[src/rtl/keypad_pkg.sv]
// Shared types, constants and decode helpers for the 4x4 keypad scanner.
package keypad_pkg;

   localparam int unsigned ROWS           = 4;
   localparam int unsigned COLS           = 4;
   localparam int unsigned IDX_W          = 2;
   localparam int unsigned CODE_W         = 4;
   localparam int unsigned CNT_W          = 8;
   localparam int unsigned SCAN_DWELL_MIN = 4;

   typedef enum logic [1:0] {
      SCAN     = 2'd0,
      DEBOUNCE = 2'd1,
      HELD     = 2'd2
   } state_e;

   // Result of decoding one row sample.
   typedef struct packed {
      logic             valid;
      logic [IDX_W-1:0] idx;
   } row_hit_t;

   // Key code indexed by {row, column}.
   localparam logic [CODE_W-1:0] KEY_CODE [ROWS*COLS] = '{
      4'hf, 4'he, 4'hd, 4'hc,
      4'hb, 4'h3, 4'h6, 4'h9,
      4'ha, 4'h2, 4'h5, 4'h8,
      4'h0, 4'h1, 4'h4, 4'h7
   };

   // Exactly one active-low row bit is a valid key; anything else is rejected.
   function automatic row_hit_t one_low(input logic [ROWS-1:0] row);
      row_hit_t h;
      h = '0;
      case (row)
         4'b1110: begin h.valid = 1'b1; h.idx = 2'd0; end
         4'b1101: begin h.valid = 1'b1; h.idx = 2'd1; end
         4'b1011: begin h.valid = 1'b1; h.idx = 2'd2; end
         4'b0111: begin h.valid = 1'b1; h.idx = 2'd3; end
         default: h = '0;
      endcase
      return h;
   endfunction

endpackage

[src/rtl/row_sync.sv]
// Two-flop synchroniser for the asynchronous keypad row lines.
module row_sync
   import keypad_pkg::*;
(
   input  logic            clk_i,
   input  logic            rst_i,
   input  logic [ROWS-1:0] d_i,
   output logic [ROWS-1:0] q_o
);

   logic [ROWS-1:0] meta_q;
   logic [ROWS-1:0] sync_q;

   // Idle rows read high, so reset to all-ones.
   always_ff @(posedge clk_i or posedge rst_i) begin
      if (rst_i) begin
         meta_q <= '1;
         sync_q <= '1;
      end else begin
         meta_q <= d_i;
         sync_q <= meta_q;
      end
   end

   assign q_o = sync_q;

endmodule

[src/rtl/keypad_scan.sv]
// 4x4 keypad scanner: column drive, press/release debounce, key code output.
module keypad_scan
   import keypad_pkg::*;
#(
   parameter int unsigned SCAN_DWELL      = 4,
   parameter int unsigned DEBOUNCE_CYCLES = 4
) (
   input  logic              ani_clk,
   input  logic              reset,
   input  logic [ROWS-1:0]   key_row,
   output logic [COLS-1:0]   key_col,
   output logic [CODE_W-1:0] value,
   output logic              key_valid,
   output logic              key_down
);

   // Dwell shorter than the synchroniser plus settle time would sample a stale column.
   localparam int unsigned DWELL_EFF = (SCAN_DWELL < SCAN_DWELL_MIN) ? SCAN_DWELL_MIN : SCAN_DWELL;
   localparam logic [CNT_W-1:0] DWELL_LAST = CNT_W'(DWELL_EFF - 1);
   localparam logic [CNT_W-1:0] DB_TARGET  = CNT_W'(DEBOUNCE_CYCLES);

   logic [ROWS-1:0]   row_s;

   state_e            state_q,     state_d;
   logic [IDX_W-1:0]  col_q,       col_d;
   logic [CNT_W-1:0]  dwell_q,     dwell_d;
   logic [CNT_W-1:0]  db_cnt_q,    db_cnt_d;
   logic [CNT_W-1:0]  rel_cnt_q,   rel_cnt_d;
   logic [ROWS-1:0]   pat_q,       pat_d;
   logic [IDX_W-1:0]  ridx_q,      ridx_d;
   logic [CODE_W-1:0] value_q,     value_d;
   logic              key_valid_q, key_valid_d;
   logic              key_down_q,  key_down_d;
   logic [COLS-1:0]   key_col_q,   key_col_d;

   row_hit_t          hit;
   logic [CNT_W-1:0]  db_next;
   logic [CNT_W-1:0]  rel_next;

   row_sync u_row_sync (
      .clk_i (ani_clk),
      .rst_i (reset),
      .d_i   (key_row),
      .q_o   (row_s)
   );

   // State, counters and registered outputs.
   always_ff @(posedge ani_clk or posedge reset) begin
      if (reset) begin
         state_q     <= SCAN;
         col_q       <= '0;
         dwell_q     <= '0;
         db_cnt_q    <= '0;
         rel_cnt_q   <= '0;
         pat_q       <= '1;
         ridx_q      <= '0;
         value_q     <= '0;
         key_valid_q <= 1'b0;
         key_down_q  <= 1'b0;
         key_col_q   <= 4'b1110;
      end else begin
         state_q     <= state_d;
         col_q       <= col_d;
         dwell_q     <= dwell_d;
         db_cnt_q    <= db_cnt_d;
         rel_cnt_q   <= rel_cnt_d;
         pat_q       <= pat_d;
         ridx_q      <= ridx_d;
         value_q     <= value_d;
         key_valid_q <= key_valid_d;
         key_down_q  <= key_down_d;
         key_col_q   <= key_col_d;
      end
   end

   // Scan / debounce / hold sequencing and next-state of every register.
   always_comb begin
      state_d     = state_q;
      col_d       = col_q;
      dwell_d     = dwell_q;
      db_cnt_d    = db_cnt_q;
      rel_cnt_d   = rel_cnt_q;
      pat_d       = pat_q;
      ridx_d      = ridx_q;
      value_d     = value_q;
      key_valid_d = 1'b0;
      key_down_d  = key_down_q;
      hit         = one_low(row_s);
      db_next     = db_cnt_q + CNT_W'(1);
      rel_next    = rel_cnt_q + CNT_W'(1);

      unique case (state_q)
         SCAN: begin
            if (dwell_q == DWELL_LAST) begin
               dwell_d = '0;
               if (hit.valid) begin
                  pat_d    = row_s;
                  ridx_d   = hit.idx;
                  db_cnt_d = CNT_W'(1);
                  state_d  = DEBOUNCE;
               end else begin
                  col_d = col_q + IDX_W'(1);
               end
            end else begin
               dwell_d = dwell_q + CNT_W'(1);
            end
         end

         DEBOUNCE: begin
            if (row_s != pat_q) begin
               state_d  = SCAN;
               col_d    = col_q + IDX_W'(1);
               dwell_d  = '0;
               db_cnt_d = '0;
            end else if (db_next == DB_TARGET) begin
               db_cnt_d    = db_next;
               rel_cnt_d   = '0;
               value_d     = KEY_CODE[{ridx_q, col_q}];
               key_valid_d = 1'b1;
               key_down_d  = 1'b1;
               state_d     = HELD;
            end else begin
               db_cnt_d = db_next;
            end
         end

         HELD: begin
            if (row_s == {ROWS{1'b1}}) begin
               if (rel_next == DB_TARGET) begin
                  rel_cnt_d  = '0;
                  db_cnt_d   = '0;
                  key_down_d = 1'b0;
                  col_d      = '0;
                  dwell_d    = '0;
                  state_d    = SCAN;
               end else begin
                  rel_cnt_d = rel_next;
               end
            end else begin
               rel_cnt_d = '0;
            end
         end

         default: begin
            state_d = SCAN;
            col_d   = '0;
            dwell_d = '0;
         end
      endcase

      key_col_d = ~(COLS'(1) << col_d);
   end

   assign key_col   = key_col_q;
   assign value     = value_q;
   assign key_valid = key_valid_q;
   assign key_down  = key_down_q;

endmodule

[config.mk]
export PLATFORM = sky130hd
export DESIGN_NAME = keypad_scan
export DESIGN_NICKNAME = d
export VERILOG_FILES = /design/src/rtl/keypad_pkg.sv /design/src/rtl/row_sync.sv /design/src/rtl/keypad_scan.sv
export SDC_FILE = /design/constraint.sdc
export NUM_CORES = 1
export LEC_CHECK = 0
export ABC_AREA = 1
export CAP_MARGIN = 15
export CORE_ASPECT_RATIO = 1.2
export CORE_MARGIN = 2
export CORE_UTILIZATION = 55
export DETAILED_ROUTE_END_ITERATION = 12
export GPL_TIMING_DRIVEN = 0
export PLACE_DENSITY = 0.74
export SYNTH_ARGS = -nofsm -noshare
export SYNTH_HDL_FRONTEND = slang
export SYNTH_SLANG_ARGS = --single-unit
[constraint.sdc]
create_clock -name ani_clk -period 3.2 [get_ports ani_clk]
set_input_delay 0.64 -clock ani_clk [delete_from_list [all_inputs] [get_ports ani_clk]]
set_output_delay 0.64 -clock ani_clk [all_outputs]
set_load 0.1 [all_outputs]
==> out/results.ini, run 1 <==
[run_status]
status=finished, final reports clean

[setup_path]
r2r_cells=9
cp_cell_sequence=clkdlybuf4s50_1
startpoint=key_col[1]
critical_path.top_delay_family=buffers and inverters
r2r_slack_ns=1.20
cp-end-kind=output port
crit_arrival_ns=1.96
critPathLaunchType=flip-flop
path_buf_inv=1
cp_slowest_cell=clkdlybuf4s50_1
rr_endpoint=db_cnt_q[0]
cp.depth=1
r2r-start=dwell_q[0]
cp.required_ns=2.56
criticalPathCategory=reg2out
cpPeakStageDelay_ns=1.12
crit_path_end=key_col[1]
crit_fanout=1

[global_route]
grt.total_usage_pct=19.6
grt_pass1_vias=2179
grt_pass1_wl_um=9440
grt_max_degree=29
grt_antenna_before_repair=0
overflow=0

[route]
drtIter0Drc=84
ant_nets=0
viasPerCell=5.19
drc_errors=0
wire_per_inst_um=11.9
wl_um=5210
num_vias=2267
firstDrtPassIters=4

[sta]
slew_headroom_pct=34.8
finalHoldViolCount=0
max_freq_mhz=385
maxSlewViolCount=0
min_period_ns=2.60
setup_viol=0
fin_tns_setup_ns=0
tightest_slew_ns=0.975
rsz0062_at_grt=no
fin_skew_ns=0.00573
post-route-period-util_pct=81.1

[floorplan]
initial_core_util_pct=56.0
die_w_um=70.3
io-pin-count=16
die_h_um=83.6
coreArea_mm2=0.00519
rows=29
die_area_mm2=0.00588

[logic_synthesis]
syn_inst=351
yosysTopAreaCellShare_pct=31.9
synth_top_family_by_area=simple AND/OR/NAND/NOR gates
synth.mux.area_fraction_pct=0
seq_area_frac_synth_pct=45.5
syn_area_mm2=0.00290
syn_nets=368
yosys_warnings=0
synth_compound_gate_area_share_pct=11.7
ys_types=29
synth_area_leaders=dfrtp_1 (32%), dfstp_2 (14%), nand2_1 (12%)
synth_xor_area_share_pct=3.32
yosys.area_share.simple_pct=27.7
synth-seq-cells=52
synth_area_per_cell_um2=8.27
synth_fa_ha_area_share_pct=4.74
yosys.area.top_type=dfrtp_1

[pwr]
p_total_mw=2.30
seqPwrFrac_pct=39.7
power_density_mw_per_mm2=710
p_sw_mw=1.03
power_frac_clock_pct=16.9
peakVddDrop_uv=462
power.share.combinational_pct=43.4
swShare_pct=44.5
p_int_mw=1.28
power_leakage_nw=1.47

[final_layout]
nets=391
antenna_cells=0
syn_to_final_growth_pct=11.8
final_common_cell=nand2_1
drive_gt1_share_pct=16.0
layout_common_cells=nand2_1 (94), inv_1 (43), dfrtp_1 (37), o21ai_0 (24), nand3_1 (23)
fill_cells=439

[cts]
clkLatencyLatePin_ns=0.31
htree_levels=2
numCtsBuffers=5
cts.sink_count=52
cts_max_path_buffers=2
ctsResizeCount=0
clk_pin_slew_ns=0.10
cts_tree=yes
root_buffer=clkbuf_8
cts_setup_buffers=0
hold_buffers=0

[placement]
io_buffer_count=15
dp_hpwl_um=3830
gp_congestion=0.809

[flow_run]
drv_cap=0

[min_path]
hold_path.class=reg2reg

## routing by layer
layer / GRT usage [%] / share of wire (%)
met2: 33.0 / 48
met3: 3.38 / 1.9
met4: 6.64 / 1.4
met5: 0 / 0
met1: 25.4 / 49
## per-stage QoR
step	instances	hold slack (ns)	util (%)	area, um2	setup slack, ns
after floorplan	351	0.345	-	2900	1.33
after detailed placement	429	0.347	60.7	3150	0.942
after CTS	437	0.363	62.6	3250	0.594
final	437	0.361	62.6	3250	0.604
after global routing	437	0.368	62.6	3250	0.564
after global placement	428	0.345	60.4	3130	0.349
## cell families after synthesis
| kind of cell | Yosys count |
|---|---|
| AO/OA/AOI/OAI | 57 |
| adder cells (fa/ha/maj) | 11 |
| buffers and inverters | 51 |
| flip-flops | 52 |
| AND/OR/NAND/NOR | 169 |
| XOR/XNOR | 11 |
## worst min path at each step
stage | from | to | cells past startpoint
finish | u_row_sync.meta_q[0] | u_row_sync.q_o[0] | 0
global route | u_row_sync.meta_q[3] | u_row_sync.q_o[3] | 0
CTS | u_row_sync.meta_q[0] | u_row_sync.q_o[0] | 0
detailed placement | u_row_sync.meta_q[0] | u_row_sync.q_o[0] | 0
global placement | u_row_sync.meta_q[0] | u_row_sync.q_o[0] | 0
floorplan | u_row_sync.meta_q[0] | u_row_sync.q_o[0] | 0
## registers in the layout, indices dropped and copies added (netlist names)
signal / flops
dwell_q: 8
state_q: 2
db_cnt_q: 8
value: 4
key_col: 4
col_q: 2
pat_q: 4
u_row_sync.meta_q: 4
key_down: 1
key_valid: 1
u_row_sync.q_o: 4
ridx_q: 2
rel_cnt_q: 8
## area by class of cell
type	count	area (um2)	area share, %
clock inverters	3	25.0	0.771
well taps	62	77.6	2.39
inverters	46	173	5.32
clock buffers	5	68.8	2.12
multi-input cells	248	1380	42.4
plain buffers	5	35.0	1.08
flip-flops and latches	52	1320	40.7
repair buffers	16	170	5.24
## synth_stat cells
master    instances
a21oi_1           8
a22oi_1           1
buf_2             1
buf_6             2
clkbuf_1          2
dfrtp_1          37
dfstp_2          15
ha_1             11
inv_1            44
inv_2             2
nand2_1          94
nand2_2           5
nand2_4           5
nand3_1          23
nand3_2           1
nand3b_1          2
nand4_1           7
nor2_1           19
nor2_2            5
nor2_4            4
nor3_2            1
nor3b_1           2
nor4_1            1
o211ai_1          3
o21ai_0          24
o21ai_1           8
o21ai_2           9
o31ai_1           4
xor2_1           11
## power by group through the flow
stage / registers, mW / clock network [mW] / logic (mW)
after global routing: 0.934 / 0.430 / 1.11
after detailed placement: 0.926 / 0 / 1.00
after CTS: 0.915 / 0.405 / 1.01
after floorplan: 1.10 / 0 / 0.603
after global placement: 0.924 / 0 / 0.978
final: 0.916 / 0.389 / 0.999
(Power assumes the default switching activity.)
==> run 2, diff against run 1 <==
--- a/config.mk
+++ b/config.mk
@@ -9,10 +9,10 @@
 export CAP_MARGIN = 15
 export CORE_ASPECT_RATIO = 1.2
 export CORE_MARGIN = 2
-export CORE_UTILIZATION = 55
+export CORE_UTILIZATION = 54
 export DETAILED_ROUTE_END_ITERATION = 12
 export GPL_TIMING_DRIVEN = 0
-export PLACE_DENSITY = 0.74
+export PLACE_DENSITY = 0.76
 export SYNTH_ARGS = -nofsm -noshare
 export SYNTH_HDL_FRONTEND = slang
 export SYNTH_SLANG_ARGS = --single-unit
==> constraint.sdc (replaced) <==
create_clock -name ani_clk -period 2.1 [get_ports ani_clk]
set_input_delay 0.42 -clock ani_clk [delete_from_list [all_inputs] [get_ports ani_clk]]
set_output_delay 0.42 -clock ani_clk [all_outputs]
set_load 0.1 [all_outputs]
==> out/results.ini, run 2 (synthesized netlist as in run 1, its figures left out) <==
[sta]
maxSlewViolCount=0  ; unchanged
max_freq_mhz=485
slew_headroom_pct=36.0  ; +1.2 points
tightest_slew_ns=0.964  ; -0.0113 ns
setup_viol=0  ; unchanged
post-route-period-util_pct=98.2
fin_tns_setup_ns=0  ; unchanged
holdWs_ns=0.360  ; -0.000584 ns
fin_skew_ns=0.0107  ; +0.00500 ns
finalHoldViolCount=0  ; unchanged
rsz0062_at_grt=no
min_period_ns=2.06

[run_status]
status=finished, final reports clean

[pwr]
peakVddDrop_uv=634  ; +37%
p_sw_mw=1.57  ; +53%
swShare_pct=44.8  ; +0.21 points
power_density_mw_per_mm2=1060  ; +50%
power_leakage_nw=1.52  ; +3.7%
p_int_mw=1.93  ; +51%
power_frac_clock_pct=16.7  ; -0.2 points
seqPwrFrac_pct=39.9  ; +0.2 points
power.share.combinational_pct=43.5  ; about the same

[flow_run]
drv_cap=0  ; unchanged

[global_route]
grt_antenna_before_repair=0  ; unchanged
grt_max_degree=39  ; +34%
use_met2_pct=33.7  ; +0.71 points
grtUsageMet3_pct=3.96  ; +0.58 points
overflow=0  ; unchanged
grt_pass1_vias=2160  ; -0.87%
grt_pass1_wl_um=9390  ; -0.52%
grt.total_usage_pct=19.3  ; -0.27 points
top_usage_layer=met2
met1_usage_pct=23.9  ; -1.5 points

[route]
ant_nets=0  ; unchanged
wire_per_inst_um=12.0  ; +1.0%
viasPerCell=5.17  ; -0.34%
wl_um=5310  ; +1.9%
drtIter0Drc=85  ; +1.2%
num_vias=2280  ; +0.57%
drc_errors=0  ; unchanged
firstDrtPassIters=5  ; +1

[cts]
cts_tree=yes
clkLatencyLatePin_ns=0.31  ; about the same
htree_levels=2  ; unchanged
cts_max_path_buffers=2  ; unchanged
clk_pin_slew_ns=0.10  ; about the same
cts.sink_count=52  ; unchanged
numCtsBuffers=5  ; unchanged
root_buffer=clkbuf_8
hold_buffers=0  ; unchanged

[final_layout]
drive_gt1_share_pct=18.7  ; +2.7 points
nets=395  ; +1.0%
antenna_cells=0  ; unchanged
fill_cells=436  ; -0.68%
layout_common_cells=nand2_1 (94), inv_1 (43), dfrtp_1 (37), o21ai_0 (24), nand3_1 (22)
final_cell_area_mm2=0.00329  ; +1.3%
reg.largest.list=db_cnt_q (8), dwell_q (8), rel_cnt_q (8)
final_common_cell=nand2_1
syn_to_final_growth_pct=13.2

[floorplan]
die_area_mm2=0.00598  ; +1.8%
die_w_um=70.9  ; +0.87%
rows=29  ; unchanged
coreArea_mm2=0.00523  ; +0.70%
io-pin-count=16  ; unchanged
initial_core_util_pct=55.6  ; -0.39 points
die_h_um=84.3  ; +0.88%

[setup_path]
cp_cell_sequence=clkdlybuf4s15_1
critical_path.top_delay_family=buffers and inverters
crit_arrival_ns=1.64  ; -0.32 ns
cp_slowest_cell=clkdlybuf4s15_1
cpPeakStageDelay_ns=0.81  ; -0.31 ns
path_buf_inv=1  ; unchanged
critPathLaunchType=flip-flop
cp.required_ns=1.68  ; -0.88 ns
crit_fanout=1  ; unchanged
cp-end-kind=output port
criticalPathCategory=reg2out

[placement]
dpl_cell_area_mm2=0.00315  ; unchanged
gp_congestion=0.842  ; +4.1%
dp_hpwl_um=3870  ; +0.83%
io_buffer_count=15  ; unchanged

[min_path]
hold_path.class=reg2reg

## run 2: cell types whose count changed in the layout (fill, tap and decap cells not counted), moves of 2 or more
cell             change
clkdlybuf4s50_1     -10
dlygate4sd2_1        +7
buf_4                +3
nor2_1               -3
nor2_2               +3
clkbuf_2             +2
## run 2: per-stage QoR
step           power [mW]  util [%]  std cells  worst slack, ns
3_5_place_dp         2.93      60.3        429           0.0526
3_3_place_gp         2.89      59.9        428           -0.526
2_1_floorplan        2.60         -        351            0.318
5_1_grt              3.75      62.9        441          0.00411
4_1_cts              3.50      61.9        437          0.00785
6_report             3.50      62.9        441           0.0383
## run 2: worst paths after layout
check / from / to / slack, ns / depth (start not counted)
worst max-delay path: key_col[3] / key_col[3] / 0.04 / 1
worst min-delay path: u_row_sync.meta_q[1] / u_row_sync.q_o[1] / 0.36 / 0
worst max register to register: u_row_sync.q_o[1] / db_cnt_q[1] / 0.18 / 8
worst min register to register: u_row_sync.meta_q[1] / u_row_sync.q_o[1] / 0.36 / 0
max in group asynchronous: reset / pat_q[2] / 1.16 / 3
min in group asynchronous: reset / ridx_q[0] / 0.38 / 2
## run 2: power groups by stage
stage	Combinational, mW	Clock, mW	Sequential (mW)
2_1_floorplan	0.919	0	1.68
5_1_grt	1.69	0.636	1.42
3_3_place_gp	1.48	0	1.40
6_report	1.52	0.583	1.40
4_1_cts	1.50	0.600	1.40
3_5_place_dp	1.52	0	1.41
## run 2: timing repair
item,in CTS,in global routing
pin swaps,0,0
setup buffers,0,4
resized for setup,13,8
setup endpoints to repair,10,20
endpoints found under the hold margin,0,0
## run 2: area by class of cell
cell class / instances / area [um2] / share of cell area (%)
plain buffers: 5 / 35.0 / 1.07
clock buffers: 5 / 68.8 / 2.09
clock inverters: 3 / 20.0 / 0.609
inverters: 46 / 173 / 5.25
multi-input cells: 248 / 1400 / 42.6
flip-flops and latches: 52 / 1320 / 40.2
well taps: 62 / 77.6 / 2.36
repair buffers: 20 / 194 / 5.90
## run 2: layer usage
metal / wire length, um / vias to the layer above
met4: 73 / 0
met1: 2430 / 1060
li1: - / 1185
met2: 2660 / 28
met5: 0 / -
met3: 144 / 7
==> run 3, diff against run 2 <==
--- a/config.mk
+++ b/config.mk
@@ -12,7 +12,8 @@
 export CORE_UTILIZATION = 54
 export DETAILED_ROUTE_END_ITERATION = 12
 export GPL_TIMING_DRIVEN = 0
-export PLACE_DENSITY = 0.76
+export PLACE_DENSITY = 0.81
+export SKIP_CTS_REPAIR_TIMING = 1
 export SYNTH_ARGS = -nofsm -noshare
 export SYNTH_HDL_FRONTEND = slang
 export SYNTH_SLANG_ARGS = --single-unit
==> out/results.ini, run 3 (synthesized netlist as in run 1, its figures left out) <==
[run_status]
status=finished, final reports clean

[sta]
fin_tns_setup_ns=0  ; unchanged
maxSlewViolCount=0  ; unchanged
max_freq_mhz=504  ; +4.0%
setup_viol=0  ; unchanged
min_period_ns=1.98  ; -0.0787 ns
post-route-period-util_pct=94.4  ; -3.7 points
tightest_slew_ns=0.969  ; +0.00525 ns
fin_skew_ns=0.00762  ; -0.00312 ns
finalHoldViolCount=0  ; unchanged
slew_headroom_pct=35.3  ; -0.71 points

[final_layout]
final-seq-area_mm2=0.00132  ; about the same
post-route-util_pct=63.4  ; +0.53 points
layout_common_cells=nand2_1 (94), inv_1 (43), dfrtp_1 (36), o21ai_0 (24), nand3_1 (22)
nets=393  ; -0.51%
syn_to_final_growth_pct=14.1
final_common_cell=nand2_1
drive_gt1_share_pct=17.8  ; -0.96 points
multi_input_area_mm2=0.00140  ; +0.18%
fill_cells=428  ; -1.8%
reg.largest.list=db_cnt_q (8), dwell_q (8), rel_cnt_q (8)
antenna_cells=0  ; unchanged

[min_path]
hold_path.class=in2async

[floorplan]
die_h_um=84.3  ; unchanged
die_area_mm2=0.00598  ; unchanged
rows=29  ; unchanged
die_w_um=70.9  ; unchanged
initial_core_util_pct=55.6  ; unchanged
io-pin-count=16  ; unchanged
coreArea_mm2=0.00523  ; unchanged

[global_route]
grt_pass1_wl_um=9390  ; unchanged
grt_max_degree=43  ; +10%
grt.total_usage_pct=19.3  ; -0.040 points
overflow=0  ; unchanged
grt_antenna_before_repair=0  ; unchanged
grt_pass1_vias=2267  ; +5.0%

[cts]
cts_tree=yes
cts.sink_count=52  ; unchanged
numCtsBuffers=5  ; unchanged
cts_max_path_buffers=2  ; unchanged
htree_levels=2  ; unchanged
clk_pin_slew_ns=0.09  ; about the same
clkLatencyLatePin_ns=0.31  ; about the same
root_buffer=clkbuf_8

[route]
drc_errors=0  ; unchanged
wl_um=5260  ; -0.83%
num_vias=2290  ; +0.44%
drtIter0Drc=145  ; +71%
firstDrtPassIters=4  ; -1
viasPerCell=5.22  ; +0.90%
wire_per_inst_um=12.0  ; -0.38%
ant_nets=0  ; unchanged

[setup_path]
cpPeakStageDelay_ns=0.73  ; -0.08 ns
r2r-start=u_row_sync.q_o[1]
cp-end-kind=output port
criticalPathCategory=reg2out
cp_slowest_cell=dlymetal6s2s_1
crit_arrival_ns=1.56  ; -0.08 ns
path_buf_inv=1  ; unchanged
rr_endpoint=db_cnt_q[1]
cp.required_ns=1.68  ; about the same
r2r_cells=8  ; unchanged
cp_cell_sequence=dlymetal6s2s_1
critPathLaunchType=flip-flop
crit_fanout=1  ; unchanged
r2r_slack_ns=0.12  ; -0.06 ns
critical_path.top_delay_family=buffers and inverters

[flow_run]
drv_cap=0  ; unchanged

[placement]
dp_hpwl_um=3820  ; -1.1%
io_buffer_count=15  ; unchanged
gp_congestion=0.846  ; +0.45%

[pwr]
power_density_mw_per_mm2=1070  ; +0.16%
peakVddDrop_uv=555  ; -12%
p_total_mw=3.53  ; +1.0%
power_leakage_nw=1.61  ; +5.5%

-- run 3: cell count changes in the layout (fill, tap and decap cells not counted), sizes merged --
cell / delta
dlymetal6s2s: +10
dlygate4sd2: -7
buf: -2
clkbuf: -1
clkdlybuf4s15: -1
inv: -1
-- run 3: where the power goes --
group          switching (mW)  internal, mW  total, mW
sequential              0.154          1.24       1.39
combinational            1.06         0.480       1.54
clock                   0.329         0.270      0.599
-- run 3: layer usage --
metal	vias to the layer above	global-route usage (%)	part of all wire [%]
met2	31	34.5	52
met3	7	3.60	2.6
li1	1178	-	-
met5	-	0	0
met1	1074	23.0	44
met4	0	6.69	1.6
-- run 3: final cells by class --
class	instances	area share, %
sequential	52	39.9
multi-input combinational	248	42.3
buffer	5	1.06
timing repair buffer	18	6.34
clock inverter	2	0.415
clock buffer	6	2.49
tap	62	2.34
inverter	46	5.21
-- run 3: worst max-delay path by stage --
stage | depth (start not counted) | endpoint | slack, ns | start
floorplan | 14 | db_cnt_q[0] | 0.32 | rel_cnt_q[0]
global placement | 2 | rel_cnt_q[6] | -0.56 | reset
detailed placement | 1 | key_col[2] | 0.06 | key_col[2]
CTS | 1 | key_col[2] | -0.28 | key_col[2]
global route | 8 | db_cnt_q[6] | -0.05 | u_row_sync.q_o[1]
finish | 1 | key_col[3] | 0.12 | key_col[3]
-- run 3: stage by stage --
step,hold slack [ns],instance area (um2),cells,worst slack [ns]
6_report,0.348,3310,439,0.117
3_5_place_dp,0.347,3150,429,0.0645
5_1_grt,0.365,3310,439,-0.0501
3_3_place_gp,0.345,3130,428,-0.562
4_1_cts,0.356,3250,437,-0.280
2_1_floorplan,0.345,2900,351,0.318
